===== config.mk =====
export PLATFORM = sky130hd
export DESIGN_NAME = imem_loader
export DESIGN_NICKNAME = d
export VERILOG_FILES = /design/src/rtl/imem_pkg.sv /design/src/rtl/imem_loader_byte_packer.sv /design/src/rtl/imem_loader.sv
export SDC_FILE = /design/constraint.sdc
export NUM_CORES = 1
export LEC_CHECK = 0
export ABC_CLOCK_PERIOD_IN_PS = 9800
export CAP_MARGIN = 0
export CORE_UTILIZATION = 55
export CTS_CLUSTER_SIZE = 25
export DETAILED_ROUTE_END_ITERATION = 10
export PLACE_DENSITY = 0.88
export SYNTH_ARGS = -nofsm -noshare
export SYNTH_HDL_FRONTEND = slang
export SYNTH_SLANG_ARGS = --single-unit

===== constraint.sdc =====
create_clock -name Clock -period 9.8 [get_ports Clock]
set_input_delay 1.96 -clock Clock [delete_from_list [all_inputs] [get_ports Clock]]
set_output_delay 1.96 -clock Clock [all_outputs]
set_load 0.05 [all_outputs]

===== src/rtl/imem_pkg.sv =====
// Shared definitions for the instruction-memory loader: state encoding and
// word geometry used by the loader and its byte packer.
package imem_pkg;

    localparam int INSTR_W         = 32;
    localparam int BYTES_PER_INSTR = 4;
    localparam int PC_STEP         = 4;
    localparam int BYTE_IDX_W      = $clog2(BYTES_PER_INSTR);

    typedef enum logic [2:0] {
        IDLE  = 3'd0,
        RECV  = 3'd1,
        WRITE = 3'd2,
        CHK   = 3'd3,
        DONE  = 3'd4
    } state_e;

endpackage : imem_pkg


===== src/rtl/imem_loader_byte_packer.sv =====
// Little-endian byte-to-word packer. Byte k of a word lands in bits
// [8k+7:8k]; word_ready_o pulses combinationally on the cycle the last byte
// of a word is accepted, and the index wraps back to 0 on that edge.
module byte_packer
    import imem_pkg::*;
(
    input  logic               clk_i,
    input  logic               rst_i,
    input  logic               clear_i,
    input  logic               accept_i,
    input  logic [7:0]         byte_i,
    output logic [INSTR_W-1:0] word_o,
    output logic               word_ready_o
);

    localparam logic [BYTE_IDX_W-1:0] IDX_LAST = BYTE_IDX_W'(BYTES_PER_INSTR - 1);

    logic [BYTE_IDX_W-1:0] idx_q, idx_d;
    logic [INSTR_W-1:0]    word_q, word_d;

    // Next index and word: clear restarts a word, an accepted byte fills its lane.
    always_comb begin
        // NOTE: every always_comb output gets a default first so no path infers a latch.
        idx_d  = idx_q;
        word_d = word_q;
        if (clear_i) begin
            idx_d = '0;
        end else if (accept_i) begin
            word_d[{idx_q, 3'b000} +: 8] = byte_i;
            idx_d                        = idx_q + BYTE_IDX_W'(1);
        end
    end

    // Index and word registers; a reset discards any partial word.
    always_ff @(posedge clk_i or posedge rst_i) begin
        // NOTE: sequential state uses non-blocking assignments only.
        if (rst_i) begin
            idx_q  <= '0;
            word_q <= '0;
        end else begin
            idx_q  <= idx_d;
            word_q <= word_d;
        end
    end

    assign word_o       = word_q;
    assign word_ready_o = accept_i && !clear_i && (idx_q == IDX_LAST);

endmodule : byte_packer


===== src/rtl/imem_loader.sv =====
// Instruction-memory loader: takes a byte stream over valid/ready, packs
// little-endian 32-bit words and writes one per WRITE cycle at 4-byte steps,
// holding the CPU while loading.
// Optional build macro IMEM_LOADER_CHECKSUM_EN adds a trailing 32-bit XOR
// checksum word (CHK state) that drives Error on mismatch.
module imem_loader
    import imem_pkg::*;
#(
    parameter int                ADDR_W    = 64,
    parameter logic [ADDR_W-1:0] BASE_ADDR = '0,
    parameter int                LEN_W     = 16
) (
    input  logic               Clock,
    input  logic               Reset,
    input  logic               Start,
    input  logic [LEN_W-1:0]   LoadLen,
    input  logic [7:0]         ByteIn,
    input  logic               ByteValid,
    output logic               ByteReady,
    output logic               IMWrite,
    output logic [ADDR_W-1:0]  IMAddr,
    output logic [INSTR_W-1:0] IMData,
    output logic               CPUHold,
    output logic               Done,
    output logic               Error
);

    state_e              state_q, state_d;
    logic [ADDR_W-1:0]   addr_q, addr_d;
    logic [LEN_W-1:0]    rem_q, rem_d;
    logic                start_ok;
    logic                accept;
    logic                word_ready;
    logic [INSTR_W-1:0]  word;

`ifdef IMEM_LOADER_CHECKSUM_EN
    logic [INSTR_W-1:0]  xor_q, xor_d;
    logic                err_q, err_d;
    logic [INSTR_W-1:0]  chk_word;

    // The 4th checksum byte is still on ByteIn when word_ready fires.
    assign chk_word = {ByteIn, word[INSTR_W-9:0]};
`endif

    assign start_ok = Start && (state_q == IDLE || state_q == DONE);
    assign accept   = ByteValid && ByteReady;

    byte_packer u_packer (
        .clk_i        (Clock),
        .rst_i        (Reset),
        .clear_i      (start_ok),
        .accept_i     (accept),
        .byte_i       (ByteIn),
        .word_o       (word),
        .word_ready_o (word_ready)
    );

    // Next-state logic for the load sequence, address and remaining count.
    always_comb begin
        state_d = state_q;
        addr_d  = addr_q;
        rem_d   = rem_q;
`ifdef IMEM_LOADER_CHECKSUM_EN
        xor_d   = xor_q;
        err_d   = err_q;
`endif
        case (state_q)
            IDLE, DONE: begin
                if (Start) begin
                    rem_d   = LoadLen;
                    addr_d  = BASE_ADDR;
                    state_d = (LoadLen == '0) ? DONE : RECV;
`ifdef IMEM_LOADER_CHECKSUM_EN
                    xor_d   = '0;
                    err_d   = 1'b0;
`endif
                end
            end
            RECV: begin
                if (word_ready) state_d = WRITE;
            end
            WRITE: begin
                addr_d = addr_q + ADDR_W'(PC_STEP);
                rem_d  = rem_q - LEN_W'(1);
`ifdef IMEM_LOADER_CHECKSUM_EN
                xor_d   = xor_q ^ word;
                state_d = (rem_q == LEN_W'(1)) ? CHK : RECV;
`else
                state_d = (rem_q == LEN_W'(1)) ? DONE : RECV;
`endif
            end
`ifdef IMEM_LOADER_CHECKSUM_EN
            CHK: begin
                if (word_ready) begin
                    err_d   = (chk_word != xor_q);
                    state_d = DONE;
                end
            end
`endif
            default: state_d = IDLE;
        endcase
    end

    // State, address and count registers with asynchronous reset.
    always_ff @(posedge Clock or posedge Reset) begin
        if (Reset) begin
            state_q <= IDLE;
            addr_q  <= BASE_ADDR;
            rem_q   <= '0;
`ifdef IMEM_LOADER_CHECKSUM_EN
            xor_q   <= '0;
            err_q   <= 1'b0;
`endif
        end else begin
            state_q <= state_d;
            addr_q  <= addr_d;
            rem_q   <= rem_d;
`ifdef IMEM_LOADER_CHECKSUM_EN
            xor_q   <= xor_d;
            err_q   <= err_d;
`endif
        end
    end

    assign ByteReady = (state_q == RECV) || (state_q == CHK);
    assign IMWrite   = (state_q == WRITE);
    assign CPUHold   = (state_q == RECV) || (state_q == WRITE) || (state_q == CHK);
    assign Done      = (state_q == DONE);
    assign IMAddr    = addr_q;
    assign IMData    = word;
`ifdef IMEM_LOADER_CHECKSUM_EN
    assign Error     = err_q;
`else
    assign Error     = 1'b0;
`endif

endmodule : imem_loader

==> impl_results.md, run 1 <==
- Hold depth: 1
- Post-CTS Setup Inserts: 0
- DRT antenna net count: 0
- First-pass GRT wire length: 26400 um
- CTS Buffer Depth: 2
- Maximum VDD drop: 0.206 mV
- Mean Syn Cell Area: 9.36 um2
- Post-route design area: 7700 um2
- Total negative slack: 0 ns
- Normalized max-slew margin: 32.6%
- Most frequent cell after synthesis: nand2_1
- Row count: 36
- Leading cell types by count after synthesis: 143 x nand2_1, 115 x dfrtp_1, 57 x o21ai_0, 43 x nand3_1, 29 x mux2i_1
- Core ar.: 9910 um2
- Final slew viol count: 0
- CTS Hold Bufs: 0
- First-pass DRT Iterations: 5
- Ys flop type: dfrtp_1
- Crit-path max cell delay: 0.84 ns
- P per Cell Area: 242 nW/um2
- Worst Hold Class: reg2reg
- Switching share of power: 36.4%
- Initial Util: 57.6%
- CP endpoint kind: output port
- Total grt overflow: 0
- Total power: 1.86 mW
- Post-synth EDFFs: 0
- Vias in the first global route: 5407
- CTS tree: yes
- Total GRT Usage: 30.5%
- Distinct cells, synth: 47
- Inserted Clock Buffers: 17
- Reg-to-reg endpoint: IMAddr[51]
- CP max stage cell: clkdlybuf4s50_1
- Fill count: 666
- Placer Congestion: 0.858
- Via-per-instance ratio: 6.15
- Sink Count: 115
- Die Span Y: 104 um
- Unrepaired setup endpoints after global routing: false
- Die X: 104 um
- Flops & latches, synth: 115
- Syn-to-layout area delta: 34.8%
- Final Hold Slack: 0.472 ns
- Initial drt markers: 414
- Fmax: 208 MHz
- PortBufs: 125
- WHS Endpoint: IMAddr[63]
- Synth area leader: dfrtp_1
- Critical Path RT: 7.84 ns
- CTS H-tree depth: 4
- Worst path arrival time: 2.84 ns
- Largest net degree at the start of global routing: 72
- Critical R2R Launch: state_q[1]
- CTS root buf: clkbuf_8
- Reg clk slew, reported paths: 0.06 ns
- Area share of the largest cell type after synthesis: 50.4%
- Status: complete, no violations
- Post-Synthesis Cells: 610
- Crit share post-route: 49.0%
- Final hold vios: 0
- Maximum Capacitance Violations: 0
- CP Cell Sequence: or3b_1 -> inv_2 -> clkdlybuf4s50_1
- Die Area: 10800 um2
- Max Clock Skew: 0.0109 ns
- I/O pin count: 129
- Combinational Power Share: 29.8%
- Worst Hold Launch: IMAddr[63]
- CTS resizes: 0
- Flop2flop setup slack: 6.96 ns
- Synth warn: 0
- Pint: 1.18 mW
- Reg2reg path depth: 5
- Drt wl/cell: 18.1 um
- Synthesized area: 5710 um2
- Crit path buffers/inverters: 2
- P_leak: 3.11 nW
- Worst-margin pin slew: 1.01 ns
- Clk Latency, worst-skew pair: 0.53 ns
- Asr flop ratio synth: 100%
- Drt drc: 0
- Delay-heaviest family, CP: buffers and inverters
- Ant. Diodes: 0
- Initial antenna violation count: 0
- Switching Power: 0.679 mW
- Final setup viols: 0
- Clk pwr share: 36.5%
- Post-Route WL: 16000 um
- Post-layout nets: 772
- Ranking of synthesized cells by area: dfrtp_1 50%, nand2_1 9.4%, mux2i_1 5.1%
- Placed cell areas: 7050 um2
- CP Launch Type: flip-flop
- Crit Path Max Fanout: 19
- Sequential Power Share: 33.7%
- Share of layout cells above drive strength 1: 6.68%
- DP HPWL: 10200 um
- Crit Path Class: reg2out
- Via Count: 5424
- Seq/Total Area, Yosys: 50.4%
- Tmin final: 4.80 ns
worst max-delay path by stage:
stage / start / to / slack (ns) / depth (start not counted)
2_1_floorplan: Reset / IMAddr[10] / 4.80 / 1
3_3_place_gp: state_q[0] / IMWrite / 5.65 / 3
3_5_place_dp: state_q[1] / IMWrite / 5.59 / 3
4_1_cts: state_q[1] / IMWrite / 5.03 / 3
5_1_grt: state_q[1] / IMWrite / 4.89 / 3
6_report: state_q[1] / IMWrite / 5.00 / 3
layout make-up:
cell class	count	area [um2]	share of cell area, %
clock inverter	12	204	2.65
clock buffer	20	445	5.79
timing repair buffer	127	1270	16.4
tap	133	166	2.16
multi-input combinational	462	2690	34.9
inverter	13	51.3	0.666
sequential	115	2880	37.4
stage by stage:
stage	worst slack, ns	utilization, %	std cells
after detailed placement	5.59	71.1	850
after global routing	4.89	77.7	882
after CTS	5.03	77.7	882
final	5.00	77.7	882
after global placement	5.65	71.1	850
after floorplan	4.80	-	612
power groups by stage:
stage,clock network (mW),logic [mW],registers [mW]
after global placement,0,0.526,0.625
after detailed placement,0,0.543,0.630
after floorplan,0,0.229,0.767
after CTS,0.681,0.553,0.625
after global routing,0.705,0.595,0.636
final,0.680,0.555,0.628
per-layer routing:
layer | vias to the layer above | wire (um) | track usage [%]
met2 | 240 | 8230 | 53.1
met4 | 0 | 434 | 12.3
met5 | - | 0 | 0
met1 | 2652 | 6330 | 37.2
li1 | 2483 | - | -
met3 | 49 | 966 | 5.95
cell families (layout without fill, tap and decap cells):
logic type	after synthesis	count (layout)	share of synthesized area [%]
simple gates	300	300	26.3
compound gates	122	122	13.7
flops	115	115	50.4
buf+inv	35	172	2.70
mux	29	29	5.08
fa+ha+maj	8	8	1.75
other cells	1	3	0.0657
placed cells by master (no fill, tap or decap), types with 3 or more instances in the layout:
cell type / instances
o311ai_0: 4
nor3_1: 15
a21oi_1: 7
clkdlybuf4s50_1: 125
bufinv_16: 5
inv_1: 11
or3_1: 3
nor4_1: 9
ha_1: 8
conb_1: 3
dfrtp_1: 115
clkinvlp_4: 3
clkbuf_8: 3
nand2_1: 142
mux2i_1: 29
o31ai_1: 17
a221o_1: 5
and4_1: 3
o21ai_0: 57
clkbuf_16: 16
and3_1: 8
nor4_2: 5
nor3b_1: 5
o211ai_1: 21
or2_2: 4
and2_1: 4
nand4_1: 22
nand3_1: 43
nor4_4: 3
nor2_1: 25
clkinv_4: 3
registers in the layout, indices dropped and copies added, names as in the netlist:
| register | count |
|---|---|
| u_packer.idx_q | 2 |
| u_packer.word_o | 32 |
| rem_q | 16 |
| IMAddr | 62 |
| state_q | 3 |
Power figures use the tool's default switching activity.
==> run 2, diff against run 1 <==
Settings changed: ABC_CLOCK_PERIOD_IN_PS 9800 to 4250, CORE_UTILIZATION 55 to 46, PLACE_DENSITY 0.88 to 0.79.
Clock period 9.8 ns to 4.25 ns, I/O delays scaled along.
==> run 2 against run 1 <==
Net effect: die area is 19% higher; clock skew down 0.0043 ns; sequential power grew 130%; clock power increased by 140%; critical endpoint unchanged.
==> impl_results.md, run 2 (same netlist as run 1, synthesis figures left out) <==
- Normalized max-slew margin: 35.9% (+3.2 points)
- Via-per-instance ratio: 5.67 (-7.9%)
- Status: complete, no violations
- Commonest non-fill, non-tap cell in the layout: nand2_1
- Drt wl/cell: 16.1 um (-11%)
- PortBufs: 125 (unchanged)
- Worst-margin pin slew: 0.959 ns (-0.0486 ns)
- Clk Latency, worst-skew pair: 0.42 ns (-0.11 ns)
- Worst setup path startpoint: state_q[1]
- Worst path arrival time: 2.71 ns (-0.13 ns)
- Crit Path Max Fanout: 19 (unchanged)
- Largest net degree at the start of global routing: 70 (-2.8%)
- CTS H-tree depth: 4 (unchanged)
- Total power: 4.31 mW (+130%)
- DP HPWL: 10400 um (+2.3%)
- Die Span Y: 113 um (+9.2%)
- Share of layout cells above drive strength 1: 6.81% (+0.13 points)
- Vias in the first global route: 5025 (-7.1%)
- Post-Route WL: 14800 um (-7.3%)
- Row count: 40 (+11%)
- Post-CTS Setup Inserts: 0 (unchanged)
- Placer Congestion: 0.835 (-2.7%)
- Reg-to-reg endpoint: IMAddr[51]
- Drt drc: 0 (unchanged)
- Final hold vios: 0 (unchanged)
- Placed cell areas: 7110 um2 (+0.80%)
- Initial antenna violation count: 0 (unchanged)
- Hold depth: 1 (unchanged)
- Total GRT Usage: 24.3% (-6.2 points)
- CTS Buffer Depth: 2 (unchanged)
- Flop2flop setup slack: 1.48 ns (-5.48 ns)
- Worst Hold Class: reg2reg
- Final WS setup: 0.688 ns (-4.31 ns)
- Reg2reg path depth: 5 (unchanged)
- Reg clk slew, reported paths: 0.05 ns (about the same)
- CP Launch Type: flip-flop
- Core ar.: 12100 um2 (+22%)
- Total negative slack: 0 ns (unchanged)
- Total grt overflow: 0 (unchanged)
- I/O pin count: 129 (unchanged)
- Post-route design area: 7770 um2 (+0.99%)
- Commonest non-fill, non-tap cells in the layout: 142 x nand2_1, 125 x clkdlybuf4s50_1, 115 x dfrtp_1
- Ant. Diodes: 0 (unchanged)
- Tmin final: 3.56 ns
- Fmax: 281 MHz
- Critical R2R Launch: state_q[1]
- CTS resizes: 0 (unchanged)
- First-pass GRT wire length: 24600 um (-7.0%)
- P_leak: 3.14 nW (+1.1%)
- Final slew viol count: 0 (unchanged)
- DRT antenna net count: 0 (unchanged)
- Crit share post-route: 83.8%
- Die X: 113 um (+9.2%)
- Unrepaired setup endpoints after global routing: false
- Initial drt markers: 468 (+13%)
- Maximum Capacitance Violations: 0 (unchanged)
- WHS Endpoint: IMAddr[63]
- CTS root buf: clkbuf_16
- Maximum VDD drop: 0.387 mV (+87%)
- Sink Count: 115 (unchanged)
- CTS tree: yes
- Inserted Clock Buffers: 17 (unchanged)
- Initial Util: 47.3% (-10 points)
- First-pass DRT Iterations: 5 (unchanged)
- Crit Path Class: reg2out
- Largest register FFs: 62 (unchanged)
- Post-layout nets: 772 (unchanged)
- CTS Hold Bufs: 0 (unchanged)
- Syn-to-layout area delta: 36.2%
- Setup WS pre-CTS: 1.15 ns (-4.44 ns)
- P per Cell Area: 554 nW/um2 (+130%)
- Final setup viols: 0 (unchanged)
- Critical Path RT: 3.40 ns (-4.44 ns)
- CP endpoint kind: output port
- Via Count: 5195 (-4.2%)
- Max Clock Skew: 0.00662 ns (-0.00433 ns)
- Worst Hold Launch: IMAddr[63]
- Die Area: 12900 um2 (+19%)
run 2: cell count changes in the layout (fill, tap and decap cells not counted), sizes merged:
| cell | before | now |
|---|---|---|
| clkinv | 4 | 5 |
| clkinvlp | 3 | 0 |
| clkbuf | 20 | 22 |
run 2: worst max-delay path, stage by stage, from the launching register on:
cell,delay [ns]
dfrtp_1,0.46
or3b_1,0.71
inv_2,0.28
clkdlybuf4s50_1,0.84
run 2: area by class of cell:
| type | instances | area [um2] |
|---|---|---|
| fillers | 969 | 4290 |
| flip-flops and latches | 115 | 2880 |
| multi-input cells | 462 | 2690 |
| repair buffers | 127 | 1280 |
| clock buffers | 22 | 494 |
| well taps | 168 | 210 |
| clock inverters | 10 | 175 |
| inverters | 13 | 51.3 |
run 2: metal layers:
layer | part of all wire [%] | wire (um) | up-vias | global-route usage, %
li1 | - | - | 2474 | -
met1 | 45 | 6600 | 2543 | 31.6
met2 | 49 | 7230 | 161 | 39.8
met3 | 4.8 | 715 | 17 | 4.73
met4 | 1.6 | 242 | 0 | 10.4
met5 | 0 | 0 | - | 0
run 2: power by group:
part           leakage, nW  switching (mW)  total [mW]  internal, mW
clock network        0.336           0.497        1.61          1.11
logic                 1.24           0.861        1.27         0.404
registers             1.57           0.148        1.43          1.28
run 2: worst max path at each step:
stage,to,slack (ns),depth (start not counted)
3_3_place_gp,IMWrite,1.22,3
2_1_floorplan,IMAddr[10],0.36,1
5_1_grt,IMWrite,0.54,3
3_5_place_dp,IMWrite,1.15,3
4_1_cts,IMWrite,0.70,3
6_report,IMWrite,0.69,3
run 2: stage by stage:
step / util (%) / hold slack (ns) / instances
floorplan: - / 0.474 / 612
global placement: 58.9 / 0.466 / 885
detailed placement: 58.9 / 0.471 / 885
CTS: 64.5 / 0.482 / 917
global route: 64.5 / 0.512 / 917
finish: 64.5 / 0.477 / 917
==> patch 1, RTL diff (settings of run 1) <==
The parameter `LEN_W` goes from 16 to 32.
--- a/src/rtl/imem_loader.sv
+++ b/src/rtl/imem_loader.sv
@@ -8,7 +8,7 @@
 #(
     parameter int                ADDR_W    = 64,
     parameter logic [ADDR_W-1:0] BASE_ADDR = '0,
-    parameter int                LEN_W     = 16
+    parameter int                LEN_W     = 32
 ) (
     input  logic               Clock,
     input  logic               Reset,
Interface: changed (resized LoadLen); port bits go from 129 to 145. The function was not compared with the original's and may differ.
==> patch 1 against run 1 <==
- wire length grew 15%
- power grew 19%
- cell area is 15% higher
- worst setup slack worse by 370 ps
- global-route usage down 0.65 points
- first-iteration DRC count rose by 25%
- largest cell class unchanged
- area after synthesis grew 18%
- sequential cell count increased by 16
- sequential share of layout area down 0.22 points
==> patch 1: results (changes against run 1) <==
[worst_setup_path]
cp-startpoint=state_q[1]
crit_arrival_ps=3220  ; +380 ps
crit_path_max_incr_delay_ps=920  ; +80 ps
cp_max_fo=42  ; +23
r2r_cells=6  ; +1
ff2ff_setup_slack_ps=6560  ; -400 ps
r2r-end=IMAddr[63]

[yosys]
ys_types=56  ; +19%
synthTopCellsByArea=dfrtp_1 (49%), nand2_1 (8.1%), o21ai_0 (6.2%), nand3_1 (3.6%), mux2i_1 (3.3%)
yosysSeqAreaShare_pct=48.64  ; -1.8 points
ys_top_cells_by_count=nand2_1 (145), dfrtp_1 (131), o21ai_0 (83)

[sta]
worst_slew_margin_rel_pct=17.76  ; -15 points
fin_worst_skew_ps=7.030  ; -3.919 ps
max_freq_mhz=193.2  ; -7.2%

[route]
wl_per_cell_um=17.71  ; -2.1%
first_iter_violations=516  ; +25%
vias=6570  ; +21%
firstDrtPassIters=5  ; unchanged

[place]
port-buffer-count=141  ; +13%
dpl_worst_slack_ps=5131  ; -461.8 ps
place.gp.congestion=0.8915  ; +3.9%
dpl.hpwl_um=12540  ; +23%

[grt]
grt_max_degree=71  ; -1.4%
grt_pass1_vias=6312  ; +17%
antenna_found_initial=0  ; unchanged
grt_use_total_pct=29.87  ; -0.65 points
grt_pass1_wl_um=30180  ; +14%

[cts]
clk_pin_slew_ps=50
clk_latency_ps=420  ; -110 ps
cts_root_buffer=clkbuf_16
post_cts_resized=0  ; unchanged

[pwr]
irDropWorstVdd_v=0.0001119  ; -46%
power_leakage_nw=3.507  ; +13%

[final_layout]
fill_cells=862  ; +29%
drive_gt1_share_pct=5.512  ; -1.2 points
finalNetCount=929  ; +20%

[run_status]
status=finished clean

## patch 1: changes by cell type after synthesis, moves of 5 or more
cell | run 1 | this run
a31oi_1 | 2 | 7
nand4_1 | 22 | 34
nor3_1 | 15 | 24
nand3_1 | 43 | 48
mux2i_1 | 29 | 22
nor4_2 | 5 | 0
o21ai_0 | 57 | 83
dfrtp_1 | 115 | 131
clkbuf_1 | 14 | 29
nor2_1 | 25 | 39
nor4_1 | 9 | 20
o211ai_1 | 21 | 29
## patch 1: critical path, delay by kind of cell, from the launching register on
family                 cells  cell delay (ps)
buffers and inverters      3             2070
DFF                        1              490
and+or+nand+nor            1              230
## patch 1: stage by stage
stage          std cells  util (%)  instance area (um^2)  hold WS, ps
2_1_floorplan        751         -                  6748        465.3
3_3_place_gp        1005     68.72                  8220        460.5
3_5_place_dp        1005     68.72                  8220        471.9
4_1_cts             1036     73.76                  8822        485.6
5_1_grt             1036     73.76                  8822        499.4
6_report            1036     73.76                  8822        480.0
## patch 1: cells by family after synthesis
group | synth area share (%)
buf+inv | 3.415
mux | 3.267
other cells | 0.05564
fa+ha+maj | 1.485
flops | 48.64
simple gates | 25.97
xor+xnor | 0.2599
compound gates | 16.91
## patch 1: report_power, final
| group | leakage, nW | internal (mW) | switching [mW] | total [mW] |
|---|---|---|---|---|
| registers | 1.76 | 0.671 | 0.127 | 0.798 |
| logic | 1.45 | 0.258 | 0.520 | 0.778 |
| clock network | 0.298 | 0.416 | 0.232 | 0.648 |
## patch 1: final cells by class
type | instances | share of cell area (%)
multi-input cells | 565 | 36.80
well taps | 147 | 2.085
repair buffers | 146 | 16.42
flip-flops and latches | 131 | 37.16
clock buffers | 21 | 5.333
clock inverters | 10 | 1.489
inverters | 16 | 0.7091
## patch 1: metal layers
metal / global-route usage [%] / up-vias / part of all wire, %
met1: 37.47 / 3192 / 41
met3: 6.374 / 54 / 6.8
met2: 49.14 / 295 / 49
met5: 0 / - / 0
met4: 15.20 / 0 / 3.4
li1: - / 3029 / -
## patch 1: worst min-delay path by stage
stage	to	startpoint	slack [ps]	cells after the start
final	u_packer.word_o[17]	u_packer.word_o[17]	480	2
after global routing	IMAddr[63]	IMAddr[63]	500	1
after CTS	IMAddr[63]	IMAddr[63]	490	1
after detailed placement	IMAddr[63]	IMAddr[63]	470	1
after global placement	u_packer.word_o[16]	u_packer.word_o[16]	460	2
after floorplan	rem_q[26]	rem_q[26]	470	1
==> patch 2, RTL diff (config.mk and constraints of run 1) <==
Without the edit above. The 5 states of `state_e` get a one-hot encoding in 5 bits.
--- a/src/rtl/imem_pkg.sv
+++ b/src/rtl/imem_pkg.sv
@@ -7,12 +7,12 @@
     localparam int PC_STEP         = 4;
     localparam int BYTE_IDX_W      = $clog2(BYTES_PER_INSTR);
 
-    typedef enum logic [2:0] {
-        IDLE  = 3'd0,
-        RECV  = 3'd1,
-        WRITE = 3'd2,
-        CHK   = 3'd3,
-        DONE  = 3'd4
+    typedef enum logic [4:0] {
+        IDLE  = 5'b00001,
+        RECV  = 5'b00010,
+        WRITE = 5'b00100,
+        CHK   = 5'b01000,
+        DONE  = 5'b10000
     } state_e;
 
 endpackage : imem_pkg
Check against the original RTL: no difference found for any inputs over 10 cycles, from zero or initial values and one cycle with Reset high; not proved beyond that.
==> patch 2 against run 1 <==
- critical path depth is 1 higher
- non-clock buffer count grew 2
- via count rose by 2.5%
- global-route usage is 0.15 points lower
- hold slack better by 4.4 ps
- cell area is 0.73% higher
- sequential power decreased by 4.9%
- sequential cell count up 1
- area after synthesis grew 1.2%
- power decreased by 12%
- wire length decreased by 0.33%
- count of clock-buffer cells in the layout rose by 3
- largest cell class unchanged
- worst setup slack lost 540 ps
- synthesized cell count rose by 2.8%
==> patch 2: results (changes against run 1) <==
[place]
dpl_worst_slack_ps=5015  ; -577.7 ps
dp.cells=867  ; +2.0%
place.gp.congestion=0.8701  ; +1.4%
place_area_um2=7121  ; +1.0%
dpl.hpwl_um=10540  ; +3.4%

[final_layout]
nonClkBufAreaFrac_pct=16.52  ; +0.074 points
fill_cells=659  ; -1.1%
multi_input_gates=476  ; +3.0%
inv_count=10  ; -3
n_clock_buffer=23  ; +15%
clkCellAreaFrac_pct=8.180  ; -0.25 points
signal_buffers=129  ; +1.6%
finalNetCount=786  ; +1.8%

[yosys]
synth-seq-cells=116  ; +0.87%
synth_ff_type=dfrtp_1
syn_inst=627  ; +2.8%
ys_types=50  ; +6.4%

[grt]
grt_use_total_pct=30.36  ; -0.15 points
grt_pass1_wl_um=26120  ; -1.1%

[worst_setup_path]
crit_path_max_incr_delay_ps=910  ; +70 ps
crit_arrival_ps=3380  ; +540 ps
critPathSlowestCell=or4b_1
cp_max_fo=25  ; +6

[pwr]
swShare_pct=32.02  ; -4.4 points
combPwrFrac_pct=23.2  ; -6.6 points
power_leakage_nw=3.078  ; -1.0%
irDropWorstVdd_v=0.0001350  ; -35%

[route]
routed_wirelength_um=15900  ; -0.33%
viasPerCell=6.186  ; +0.59%

[floorplanning]
die-area_um2=10920  ; +1.2%

[run_status]
status=finished clean

[cts]
post_cts_resized=0  ; unchanged

[sta]
worst_slew_margin_rel_pct=18.78  ; -14 points

[patch 2: cells by family after synthesis]
logic type      after synthesis  synth area share, %
flops                       116                50.27
xor+xnor                      5               0.7582
compound gates              122                13.54
mux                          27                4.700
other cells                   1              0.06491
simple gates                311                26.16
buf+inv                      37                2.772
fa+ha+maj                     8                1.733
[patch 2: path summary, 6_finish.rpt]
check / start / end / slack (ps) / cells after the start
setup / recovery: state_q[4] / CPUHold / 4460 / 4
setup reg to reg: state_q[4] / IMAddr[49] / 5760 / 5
hold / removal: u_packer.word_o[5] / u_packer.word_o[5] / 480 / 2
max in group asynchronous: Reset / state_q[2] / 6660 / 3
hold reg to reg: u_packer.word_o[5] / u_packer.word_o[5] / 480 / 2
min in group asynchronous: Reset / IMAddr[29] / 1860 / 2
[patch 2: per-layer routing]
metal  track usage (%)  part of all wire [%]
met4             13.88                   3.4
met2             47.82                    48
met5                 0                     0
met3             7.581                   7.6
met1             39.58                    41
